===== config.mk =====
export PLATFORM = sky130hd
export DESIGN_NAME = vec_cache_wdb_alloc
export DESIGN_NICKNAME = d
export VERILOG_FILES = /design/src/rtl/vec_cache_wdb_alloc_pkg.sv /design/src/rtl/vec_cache_wdb_alloc_pick.sv /design/src/rtl/vec_cache_wdb_alloc.sv
export SDC_FILE = /design/constraint.sdc
export NUM_CORES = 1
export LEC_CHECK = 0
export BUFFER_PORTS_ARGS = -buffer_cell sky130_fd_sc_hd__buf_2
export CAP_MARGIN = 20
export CORE_MARGIN = 3
export CORE_UTILIZATION = 49
export DETAILED_ROUTE_END_ITERATION = 7
export PLACE_DENSITY = 0.67
export SLEW_MARGIN = 20
export SYNTH_ARGS = -nofsm -noshare
export SYNTH_HDL_FRONTEND = slang
export SYNTH_SLANG_ARGS = --single-unit

===== constraint.sdc =====
create_clock -name clk_i -period 25.3 [get_ports clk_i]
set_clock_uncertainty 0.05 [all_clocks]
set_input_delay 6.325 -clock clk_i [delete_from_list [all_inputs] [get_ports clk_i]]
set_output_delay 6.325 -clock clk_i [all_outputs]
set_load 0.01 [all_outputs]

===== src/rtl/vec_cache_wdb_alloc_pkg.sv =====
// Shared sizing and slot type for the vector cache write-data-buffer allocator.
package vector_cache_pkg;

  localparam int DB_ENTRY_NUM       = 32;
  localparam int DB_ENTRY_IDX_WIDTH = $clog2(DB_ENTRY_NUM);
  localparam int WDB_LANE_NUM       = 4;

  typedef struct packed {
    logic                          vld;
    logic [DB_ENTRY_IDX_WIDTH-1:0] idx;
  } wdb_alloc_slot_t;

endpackage


===== src/rtl/vec_cache_wdb_alloc_pick.sv =====
// Masked find-first-set: lowest index set in avail_i and not set in mask_i.
module vec_cache_wdb_pick
  import vector_cache_pkg::*;
#(
  parameter int N  = DB_ENTRY_NUM,
  parameter int IW = $clog2(N)
) (
  input  logic [N-1:0]  avail_i,
  input  logic [N-1:0]  mask_i,
  output logic          found_o,
  output logic [IW-1:0] idx_o
);

  logic [N-1:0] cand;

  assign cand = avail_i & ~mask_i;

  // Scan downward so the last hit written is the lowest index.
  always_comb begin
    found_o = 1'b0;
    idx_o   = '0;
    for (int i = N - 1; i >= 0; i--) begin
      if (cand[i]) begin
        found_o = 1'b1;
        idx_o   = IW'(i);
      end
    end
  end

endmodule


===== src/rtl/vec_cache_wdb_alloc.sv =====
// WDB entry allocator: free list, one pre-fetched entry per write lane, rotating refill priority.
// Optional release checking and assertions: define VEC_CACHE_WDB_ALLOC_CHK_EN.
module vec_cache_wdb_alloc #(
  parameter int DB_ENTRY_NUM = vector_cache_pkg::DB_ENTRY_NUM,
  parameter int REL_NUM      = 4,
  localparam int IW          = $clog2(DB_ENTRY_NUM)
) (
  input  logic                  clk_i,
  input  logic                  rst_i,
  output logic [3:0]            alloc_vld_o,
  output logic [4*IW-1:0]       alloc_idx_o,
  input  logic [3:0]            alloc_rdy_i,
  input  logic [REL_NUM-1:0]    rel_vld_i,
  input  logic [REL_NUM*IW-1:0] rel_idx_i,
  output logic [IW:0]           free_cnt_o,
  output logic                  idle_o,
  output logic                  rel_err_o
);
  import vector_cache_pkg::*;

  localparam int LN = WDB_LANE_NUM;
  localparam int CW = IW + 1;

  typedef struct packed {
    logic          vld;
    logic [IW-1:0] idx;
  } slot_t;

  slot_t                   slot_q [LN];
  slot_t                   slot_d [LN];
  logic [DB_ENTRY_NUM-1:0] free_q, free_d;
  logic [DB_ENTRY_NUM-1:0] pick_mask, rel_set;
  logic [1:0]              rr_q, rr_d;
  logic [CW-1:0]           free_cnt_q;
  logic                    idle_q;
  logic                    rel_err_q, rel_err_d;
  logic [LN-1:0]           need, vld_d;
  logic [LN-1:0]           pos_need, pos_found;
  logic [IW-1:0]           pos_idx  [LN];
  logic [1:0]              pos_lane [LN];
  logic                    served_all;
  logic [IW-1:0]           ridx;
  logic                    illegal;

  always_comb begin
    need = '0;
    for (int i = 0; i < LN; i++) need[i] = !slot_q[i].vld || alloc_rdy_i[i];
  end

  // Position p in the chain serves lane rr_q+p; each stage masks out earlier picks.
  for (genvar p = 0; p < LN; p++) begin : g_pick
    logic [DB_ENTRY_NUM-1:0] mask_in, mask_out;
    logic                    found;
    logic [IW-1:0]           idx;

    if (p == 0) begin : g_first
      assign mask_in = '0;
    end else begin : g_next
      assign mask_in = g_pick[p-1].mask_out;
    end

    assign pos_lane[p] = rr_q + 2'(p);
    assign pos_need[p] = need[pos_lane[p]];

    vec_cache_wdb_pick #(.N(DB_ENTRY_NUM), .IW(IW)) u_pick (
      .avail_i (free_q),
      .mask_i  (mask_in),
      .found_o (found),
      .idx_o   (idx)
    );

    assign mask_out     = (pos_need[p] && found) ?
                          (mask_in | (DB_ENTRY_NUM'(1) << idx)) : mask_in;
    assign pos_found[p] = found;
    assign pos_idx[p]   = idx;
  end

  assign pick_mask = g_pick[LN-1].mask_out;

  always_comb begin
    slot_d     = slot_q;
    served_all = 1'b1;
    for (int p = 0; p < LN; p++) begin
      if (pos_need[p]) begin
        if (pos_found[p]) begin
          slot_d[pos_lane[p]].vld = 1'b1;
          slot_d[pos_lane[p]].idx = pos_idx[p];
        end else begin
          slot_d[pos_lane[p]].vld = 1'b0;
          served_all              = 1'b0;
        end
      end
    end
    rr_d  = served_all ? rr_q : rr_q + 2'd1;
    vld_d = '0;
    for (int i = 0; i < LN; i++) vld_d[i] = slot_d[i].vld;
  end

  always_comb begin
    rel_set   = '0;
    rel_err_d = 1'b0;
    ridx      = '0;
    illegal   = 1'b0;
`ifdef VEC_CACHE_WDB_ALLOC_CHK_EN
    rel_err_d = rel_err_q;
`endif
    for (int k = 0; k < REL_NUM; k++) begin
      if (rel_vld_i[k]) begin
        ridx = rel_idx_i[k*IW +: IW];
`ifdef VEC_CACHE_WDB_ALLOC_CHK_EN
        illegal = free_q[ridx];
        for (int i = 0; i < LN; i++) begin
          if (slot_q[i].vld && slot_q[i].idx == ridx) illegal = 1'b1;
        end
        if (illegal) rel_err_d = 1'b1;
        else         rel_set[ridx] = 1'b1;
`else
        rel_set[ridx] = 1'b1;
`endif
      end
    end
  end

  // Picks come from the registered map, so a release only becomes pickable next cycle.
  assign free_d = (free_q & ~pick_mask) | rel_set;

  always_ff @(posedge clk_i or posedge rst_i) begin
    if (rst_i) begin
      free_q     <= '1;
      for (int i = 0; i < LN; i++) slot_q[i] <= '0;
      rr_q       <= '0;
      free_cnt_q <= CW'(DB_ENTRY_NUM);
      idle_q     <= 1'b1;
      rel_err_q  <= 1'b0;
    end else begin
      free_q     <= free_d;
      slot_q     <= slot_d;
      rr_q       <= rr_d;
      free_cnt_q <= CW'($countones(free_d));
      idle_q     <= ($countones(free_d) + $countones(vld_d)) == DB_ENTRY_NUM;
      rel_err_q  <= rel_err_d;
    end
  end

  for (genvar i = 0; i < LN; i++) begin : g_out
    assign alloc_vld_o[i]           = slot_q[i].vld;
    assign alloc_idx_o[i*IW +: IW]  = slot_q[i].idx;
  end

  assign free_cnt_o = free_cnt_q;
  assign idle_o     = idle_q;
  assign rel_err_o  = rel_err_q;

`ifdef VEC_CACHE_WDB_ALLOC_CHK_EN
  always @(posedge clk_i) begin
    if (!rst_i) begin
      for (int a = 0; a < LN; a++) begin
        for (int b = a + 1; b < LN; b++) begin
          if (slot_q[a].vld && slot_q[b].vld) assert (slot_q[a].idx != slot_q[b].idx);
        end
      end
      assert (int'(free_cnt_q) <= DB_ENTRY_NUM);
    end
  end
`endif

endmodule


==> results.toml <==
[logic_synthesis]
yosysSeqAreaShare = 0.178
synth.top_cell.area_share = 0.0950
yosys_warnings = 0
synth_area_leader_cell = "dfstp_2"
syn_area_per_cell_um2 = 7.86
synthArstFlopShare = 1.00
synth_top_flop_cell = "dfstp_2"
syn_nets = 1266
ys_top_cells_by_area = "dfstp_2 (9.5%), dfrtp_1 (8.3%), fa_1 (5.7%), nor2_1 (4.7%), o22ai_1 (4.5%)"
synth_cell_types = 107
syn_area_um2 = 9400
synth-edff-count = 0
syn_inst = 1196
ys_ff_latch = 65

[setup_path]
worstPathRequired_ns = 25.54
cpLargestDelayFamily = "simple AND/OR/NAND/NOR gates"
arrival_ns = 19.69
endpoint_kind = "flip-flop"
cpPeakStageDelay_ns = 0.77
worstSetupStartpointType = "primary input"
cp_slowest_cell = "o31ai_2"
cp_common_cell = "fa_1"
critPathKind = "primary input to flip-flop"
path_buf_inv = 5
worst-path-max-fanout = 12

[drt]
via_per_inst = 7.41
postRouteAntennaNets = 0
vias = 10900
drc_errors = 0
wirelength_um = 40100
firstDrtPassIters = 6
wl_per_cell_um = 27.3
drtIter0Drc = 1567

[final_layout]
fin_area_um2 = 10100
fin_nets = 1299
final_layout_size_suffix_gt1_frac = 0.181
layout_common_cells = "nor2_1 (118), nand2_1 (94), a21oi_1 (79)"
syn2layout_area_growth_pct = 7.68
final_common_cell = "nor2_1"

[floorplan]
die_w_um = 145
fp.dieArea_um2 = 20900
core_area_um2 = 18800
fp-row-count = 50
die_h_um = 145
initial_core_util = 0.501
ioPinCount = 62

[clock_network]
hold_buffers = 0
cts.path.max_buffers = 2
ctsResizeCount = 0
cts.clk_slew.worst_paths_ns = 0.07
clock-root-buffer = "clkbuf_16"
clock_sinks = 65
numCtsBuffers = 9
cts_tree = "built"
worst_skew_pair.late_latency_ns = 0.35
htreeDepth = 3
cts_setup_buffers = 0

[timing]
grt_setup_unrepaired = "no"
max_slew_margin = 0.227
fmax_mhz = 51.4
setup_viol = 0
finalSetupTns_ns = 0
tightest_slew_ns = 1.16
final-hold-violation-count = 0
drv_slew = 0
period_share = 0.769
min_period_ns = 19.45

[global_routing]
grt_antenna_before_repair = 0
grt_max_degree = 66
grt_pass1_vias = 9962
overflow = 0
grt_pass1_wl_um = 61300
grtUsageTotal = 0.385

[worst_hold_path]
hp-class = "flip-flop to flip-flop"

[run_status]
status = "finished clean"

[flow_run]
maxCapViolations = 0

[placed_design]
gp_congestion = 1.06
io_buffer_count = 60
dpl.hpwl_um = 32500
place_area_um2 = 9840
cell usage after synthesis (all sizes together) (16+ instances only):
| library cell | n |
|---|---|
| nand3b | 21 |
| nor4 | 22 |
| o22ai | 68 |
| fa | 27 |
| buf | 28 |
| o21ai | 57 |
| a211oi | 39 |
| clkbuf | 16 |
| and2 | 17 |
| or3 | 17 |
| dfrtp | 31 |
| mux2i | 22 |
| nor3 | 47 |
| dfstp | 34 |
| a31oi | 42 |
| a21oi | 84 |
| nand2 | 94 |
| inv | 49 |
| o21a | 16 |
| nand3 | 31 |
| nor2 | 124 |
| or2 | 18 |
| a21o | 16 |
| o31ai | 27 |
worst paths after layout:
kind,endpoint,slack (ns),from,cells past startpoint
worst max-delay path,idle_o,5.85,alloc_rdy_i[3],39
worst min-delay path,rr_q[1],0.73,rr_q[1],2
worst max register to register,idle_o,11.04,free_q[27],39
worst min register to register,rr_q[1],0.73,rr_q[1],2
max in group asynchronous,alloc_idx_o[8],18.46,rst_i,3
min in group asynchronous,free_cnt_o[2],6.18,rst_i,3
layer usage:
layer,vias up,part of all wire,GRT usage
li1,4784,-,-
met1,5157,0.40,0.516
met2,784,0.43,0.575
met3,153,0.11,0.0916
met4,0,0.062,0.203
met5,-,0,0
worst reg2reg max path: cells and delay by family, from the launching register on:
kind | cells | cell delay [ns]
adders and majority gates | 7 | 3.23
and+or+nand+nor | 13 | 4.59
xor gates and xnor gates | 1 | 0.22
DFF | 1 | 0.65
AOI/OAI and AO/OA | 14 | 5.23
buffers and inverters | 4 | 0.25
registers in the layout, summed over array words and instances, names as in the netlist:
signal       flops
idle_o           1
free_q          32
alloc_vld_o      4
alloc_idx_o     20
rr_q             2
free_cnt_o       6
area by class of cell:
type / count / area [um^2]
inverter: 49 / 184
antenna: 1 / 2.50
timing repair buffer: 66 / 345
sequential: 65 / 1670
fill: 1836 / 8640
clock inverter: 5 / 38.8
multi-input combinational: 1038 / 7350
clock buffer: 11 / 243
tap: 234 / 293
per-stage QoR:
step                 util  setup slack [ns]  cells  hold slack, ns
floorplan               -              8.43   1196           0.622
global placement    0.524              6.01   1452           0.727
detailed placement  0.524              5.95   1452           0.712
CTS                 0.539              6.30   1468           0.723
global route        0.539              5.30   1468           0.787
finish              0.539              5.85   1469           0.730
logic make-up after synthesis:
family,after synthesis,synth area share
other,1,0.000399
flip-flops,65,0.178
AO/OA/AOI/OAI,486,0.387
AND/OR/NAND/NOR,477,0.280
buffers and inverters,93,0.0413
adder cells (fa/ha/maj),42,0.0769
multiplexers,28,0.0330
XOR/XNOR,4,0.00373
Power is left out: the tool's default activity adds up to more than one toggle a clock period on the data nets, which glitch-free logic cannot reach.
